`config.mk`:
```
export PLATFORM = sky130hd
export DESIGN_NAME = bus_rr_arbiter
export DESIGN_NICKNAME = d
export VERILOG_FILES = /design/src/rtl/bus_pkg.sv /design/src/rtl/rr_picker.sv /design/src/rtl/bus_rr_arbiter.sv
export SDC_FILE = /design/constraint.sdc
export NUM_CORES = 1
export LEC_CHECK = 0
export ABC_AREA = 1
export BUFFER_PORTS_ARGS = -buffer_cell sky130_fd_sc_hd__buf_2
export CORE_MARGIN = 2
export CORE_UTILIZATION = 46
export DETAILED_ROUTE_END_ITERATION = 6
export GPL_ROUTABILITY_DRIVEN = 0
export PLACE_DENSITY = 0.91
export SKIP_CTS_REPAIR_TIMING = 1
export SLEW_MARGIN = 20
export SYNTH_ARGS = -nofsm -noshare
export SYNTH_HDL_FRONTEND = slang
export SYNTH_SLANG_ARGS = --single-unit
```
`constraint.sdc`:
```
create_clock -name clk -period 2.4 [get_ports clk]
set_clock_uncertainty 0.2 [all_clocks]
set_input_delay 0.48 -clock clk [delete_from_list [all_inputs] [get_ports clk]]
set_output_delay 0.48 -clock clk [all_outputs]
set_load 0.02 [all_outputs]
```
`src/rtl/bus_pkg.sv`:
```
// Shared types and constants for the device bus arbiter.
// Imported by the arbiter and its round-robin picker.
package bus_pkg;

  typedef enum logic [1:0] {
    IDLE,
    POP,
    ROUTE
  } arb_state_t;

  localparam int HDR_W = 8;
  localparam logic [HDR_W-1:0] BROADCAST = 8'hFF;

endpackage

```
`src/rtl/rr_picker.sv`:
```
// Combinational round-robin selector.
// Searches from last+1 upward, wrapping at N.
module rr_picker #(
  parameter int N  = 4,
  parameter int IW = $clog2(N)
) (
  input  logic [N-1:0]  req,
  input  logic [IW-1:0] last,
  output logic          any,
  output logic [IW-1:0] winner
);

  logic [IW-1:0] idx;

  always_comb begin
    any    = 1'b0;
    winner = '0;
    idx    = '0;
    for (int k = 1; k <= N; k++) begin
      idx = IW'((int'(last) + k) % N);
      if (!any && req[idx]) begin
        any    = 1'b1;
        winner = idx;
      end
    end
  end

endmodule

```
`src/rtl/bus_rr_arbiter.sv`:
```
// Round-robin arbiter and packet router for the shared device bus.
// Grants one source, pops one word, pushes it to its destination(s).
module bus_rr_arbiter
  import bus_pkg::*;
#(
  parameter int               devices   = 4,
  parameter int               width     = 16,
  parameter logic [HDR_W-1:0] broadcast = BROADCAST
) (
  input  logic                               clk,
  input  logic                               rst_n,
  input  logic [devices-1:0]                 pndng,
  input  logic [devices-1:0][width-1:0]      D_pop,
  output logic [devices-1:0]                 pop,
  output logic [devices-1:0]                 push,
  output logic [width-1:0]                   D_push,
  output logic [$clog2(devices)-1:0]         grant_id,
  output logic                               busy,
  output logic                               drop
);

  localparam int IW = $clog2(devices);

  arb_state_t state, nxt_state;

  logic [IW-1:0]      last, nxt_last;
  logic [IW-1:0]      nxt_gid;
  logic [devices-1:0] nxt_pop, nxt_push;
  logic               nxt_drop;
  logic [width-1:0]   pkt, nxt_pkt;
  logic [width-1:0]   word;
  logic [HDR_W-1:0]   dst;
  logic               is_bc, is_uni;
  logic               any;
  logic [IW-1:0]      winner;

  rr_picker #(
    .N  (devices),
    .IW (IW)
  ) u_pick (
    .req    (pndng),
    .last   (last),
    .any    (any),
    .winner (winner)
  );

  assign word   = D_pop[grant_id];
  assign dst    = word[width-1 -: HDR_W];
  assign is_bc  = (dst == broadcast);
  assign is_uni = !is_bc
               && (int'(dst) < devices)
               && (int'(dst) != int'(grant_id));
  assign D_push = pkt;

  // Route decision is made from the head word while popping,
  // so push/drop come straight out of flops during ROUTE.
  always_comb begin
    nxt_state = state;
    nxt_last  = last;
    nxt_gid   = grant_id;
    nxt_pop   = '0;
    nxt_push  = '0;
    nxt_drop  = 1'b0;
    nxt_pkt   = pkt;
    unique case (state)
      IDLE: begin
        if (any) begin
          nxt_state       = POP;
          nxt_gid         = winner;
          nxt_pop[winner] = 1'b1;
        end
      end
      POP: begin
        nxt_state = ROUTE;
        nxt_pkt   = word;
        nxt_last  = grant_id;
        unique case (1'b1)
          is_bc: begin
            nxt_push           = '1;
            nxt_push[grant_id] = 1'b0;
          end
          is_uni: nxt_push[dst[IW-1:0]] = 1'b1;
          default: nxt_drop = 1'b1;
        endcase
      end
      ROUTE:   nxt_state = IDLE;
      default: nxt_state = IDLE;
    endcase
  end

  always_ff @(posedge clk or negedge rst_n) begin
    if (!rst_n) begin
      state    <= IDLE;
      last     <= IW'(devices - 1);
      grant_id <= '0;
      pop      <= '0;
      push     <= '0;
      drop     <= 1'b0;
      pkt      <= '0;
      busy     <= 1'b0;
    end else begin
      state    <= nxt_state;
      last     <= nxt_last;
      grant_id <= nxt_gid;
      pop      <= nxt_pop;
      push     <= nxt_push;
      drop     <= nxt_drop;
      pkt      <= nxt_pkt;
      busy     <= (nxt_state != IDLE);
    end
  end

endmodule

```
==> impl_metrics.csv <==
group,metric,value,unit
grt,grt_max_degree,33,
floorplanning,die_h,69.6,um
worst_setup_path,path_class,"flop to flop",
worst_setup_path,path_max_fanout,12,
grt,grt_pass1_vias,2155,
grt,grt.total_usage,23.2,%
floorplanning,initial_utilization,48.7,%
layout,final_nets,465,
logic_synthesis,synth_edf_count,0,
floorplanning,row_count,23,
detailed_routing,detail-route-antenna-nets,0,
logic_synthesis,synth-async-reset-ratio,100,%
detailed_routing,totalWireLength,5550,um
grt,antenna_found_initial,0,
layout,synthToLayoutAreaGrowth,30.5,%
logic_synthesis,synthCells,296,
logic_synthesis,synth_ff_type,"dfrtp_1",
detailed_routing,wl_per_cell,12.5,um
cts,clk_pin_slew,0.06,ns
timing,slew-limit-headroom,52.4,%
placed_design,portBuffers,97,
timing,setup_viol,0,
logic_synthesis,netlist_area,1980,um2
floorplanning,die_area,4840,um2
timing,max_freq,462,MHz
pwr,p_leak,0.00144,uW
layout,diodes,0,
outcome,status,"completed",
layout,finish.utilization,63.6,%
logic_synthesis,synth_warnings,0,
grt,grt-ovfl-total,0,
logic_synthesis,yosysUniqueCellTypes,28,
detailed_routing,first_iter_violations,194,
timing,tightest_slew,0.714,ns
pwr,p_per_area,1320,nW/um2
worst_setup_path,worst_ep_arrival_time,2.18,ns
logic_synthesis,ys_seq_area_share,40.6,%
placed_design,place_hpwl,4330,um
cts,htree_levels,2,
timing,setup_tns,0,ns
cts,cts_root_buffer,"clkbuf_8",
worst_setup_path,worstSetupEndpointType,"flop",
logic_synthesis,post_synth.cell_area_avg,6.68,um2
detailed_routing,drcViolationCount,0,
timing,slew_viol_final,0,
timing,rsz0062_at_grt,"no",
timing,hold-worst-slack,0.0513,ns
cts,clock_sinks,32,
floorplanning,io_pins,98,
cts,clk_latency,0.28,ns
detailed_routing,drt_first_pass_iters,4,
hold_path,hold_path.class,"primary input to async pin",
worst_setup_path,required,2.42,ns
timing,fin_crit_sh,90.1,%
timing,period_needed,2.16,ns
worst_setup_path,crit_chain,"inv_1, o21ai_0, nand2_1, o21ai_1, nand2_1, nand2_1, nand2_1, nand2_1, nand2_1, nor2_1",
grt,grt_first_pass_wirelength,9140,um
worst_setup_path,startpoint_type,"flop",
layout,drive_above_1_share,30.6,%
logic_synthesis,synth_nets,366,
pwr,ir_drop,0.000526,V
layout,fillers,380,
run,max_cap_violations,0,
detailed_routing,vias,2295,
worst_setup_path,cpPeakStageDelay,0.65,ns
floorplanning,core,4060,um2
worst_setup_path,cpMaxStageDelayCell,"dfstp_2",
cts,cts_tree,"yes",
cts,clk_path_buf_depth,2,
worst_setup_path,cpMostUsedCell,"nand2_1",
cts,cts_made_buffers,5,
floorplanning,fp.dieW,69.6,um
timing,timing_hold_violations_final,0,
detailed_routing,routed_via_density,5.16,
logic_synthesis,synth.ff_latch_count,32,
==> area by class of cell <==
type	count	area [um2]	area share (%)
multi-input cells	229	1020	39.5
repair buffers	102	523	20.3
flip-flops and latches	32	803	31.1
clock buffers	6	72.6	2.81
inverters	25	93.8	3.64
clock inverters	1	5.00	0.194
well taps	50	62.6	2.42
==> power breakdown <==
group	switching [uW]	internal, uW	leakage, uW
combinational	1410	681	0.00101
sequential	162	771	0.000393
clock	188	197	0.0000410
==> stage by stage <==
step	setup slack, ns	area [um2]	cells	power (uW)
6_report	0.237	2580	445	3410
5_1_grt	0.00780	2580	445	3740
4_1_cts	0.271	2580	445	3410
3_5_place_dp	0.290	2500	438	3010
3_3_place_gp	0.453	2500	438	2940
2_1_floorplan	0.660	1980	296	2450
==> worst max-delay path: cells and delay by family (launching register included) <==
kind	cells	cell delay (ns)
AND/OR/NAND/NOR	7	0.63
AO/OA/AOI/OAI	2	0.49
flip-flops	1	0.65
buffers and inverters	1	0.13
==> layer usage <==
metal | GRT usage, % | up-vias | wire length [um]
met5 | 0 | - | 0
met4 | 9.59 | 0 | 115
met3 | 4.65 | 13 | 375
met2 | 39.9 | 91 | 2730
met1 | 28.3 | 1047 | 2330
li1 | - | 1144 | -
==> path summary, 6_finish.rpt <==
check,from,to,slack [ns],cells past startpoint
min in group clk,D_push[7]$_DFFE_PN0P_,D_push[7]$_DFFE_PN0P_,0.28,2
hold reg to reg,D_push[7]$_DFFE_PN0P_,D_push[7]$_DFFE_PN0P_,0.28,2
max in group asynchronous,rst_n,D_push[12]$_DFFE_PN0P_,1.50,1
setup / recovery,last[0]$_DFFE_PN1P_,pop[3]$_DFF_PN0_,0.24,10
setup reg to reg,last[0]$_DFFE_PN1P_,pop[3]$_DFF_PN0_,0.24,10
hold / removal,rst_n,D_push[3]$_DFFE_PN0P_,0.05,1
==> sequential cells by signal, summed over array words and instances (netlist names) <==
| name | cells |
|---|---|
| busy | 1 |
| pop | 4 |
| push | 4 |
| state | 2 |
| drop | 1 |
| grant_id | 2 |
| last | 2 |
| D_push | 16 |
==> synthesized netlist by cell type (2+ instances only) <==
library cell	count	area, um2
inv_2	4	15.0
nor2_2	2	12.5
o21ai_1	2	10.0
dfrtp_1	30	751
nor2_1	32	120
nand4_1	3	18.8
nand3_1	11	55.1
o21ai_0	12	60.1
nand2_2	2	12.5
dfstp_2	2	52.6
a31oi_1	5	31.3
nand3b_1	2	15.0
nand2_1	133	499
buf_4	2	15.0
a41oi_1	5	43.8
buf_2	2	10.0
a21oi_1	8	40.0
inv_1	20	75.1
a22oi_1	7	52.6
clkbuf_1	3	11.3
buf_6	2	22.5
==> cells by family (layout without fill, tap and decap cells) <==
logic type	count (synthesis)	after routing	share of synthesized area [%]
xor gates and xnor gates	2	2	0.886
buffers and inverters	35	134	7.91
AOI/OAI and AO/OA	40	40	12.4
and+or+nand+nor	187	187	38.2
DFF	32	32	40.6
==> layout by cell type (no fill, tap or decap), drive strengths merged <==
cell type / n
xor2: 1
nor2: 35
nand3b: 2
o21ai: 14
nand3: 12
a31oi: 5
xnor2: 1
a41oi: 5
nand2: 135
clkinv: 2
inv: 24
o211ai: 1
a22oi: 7
dfstp: 2
a21oi: 8
buf: 102
nand4: 3
clkbuf: 6
dfrtp: 30
Power figures use the tool's default switching activity.
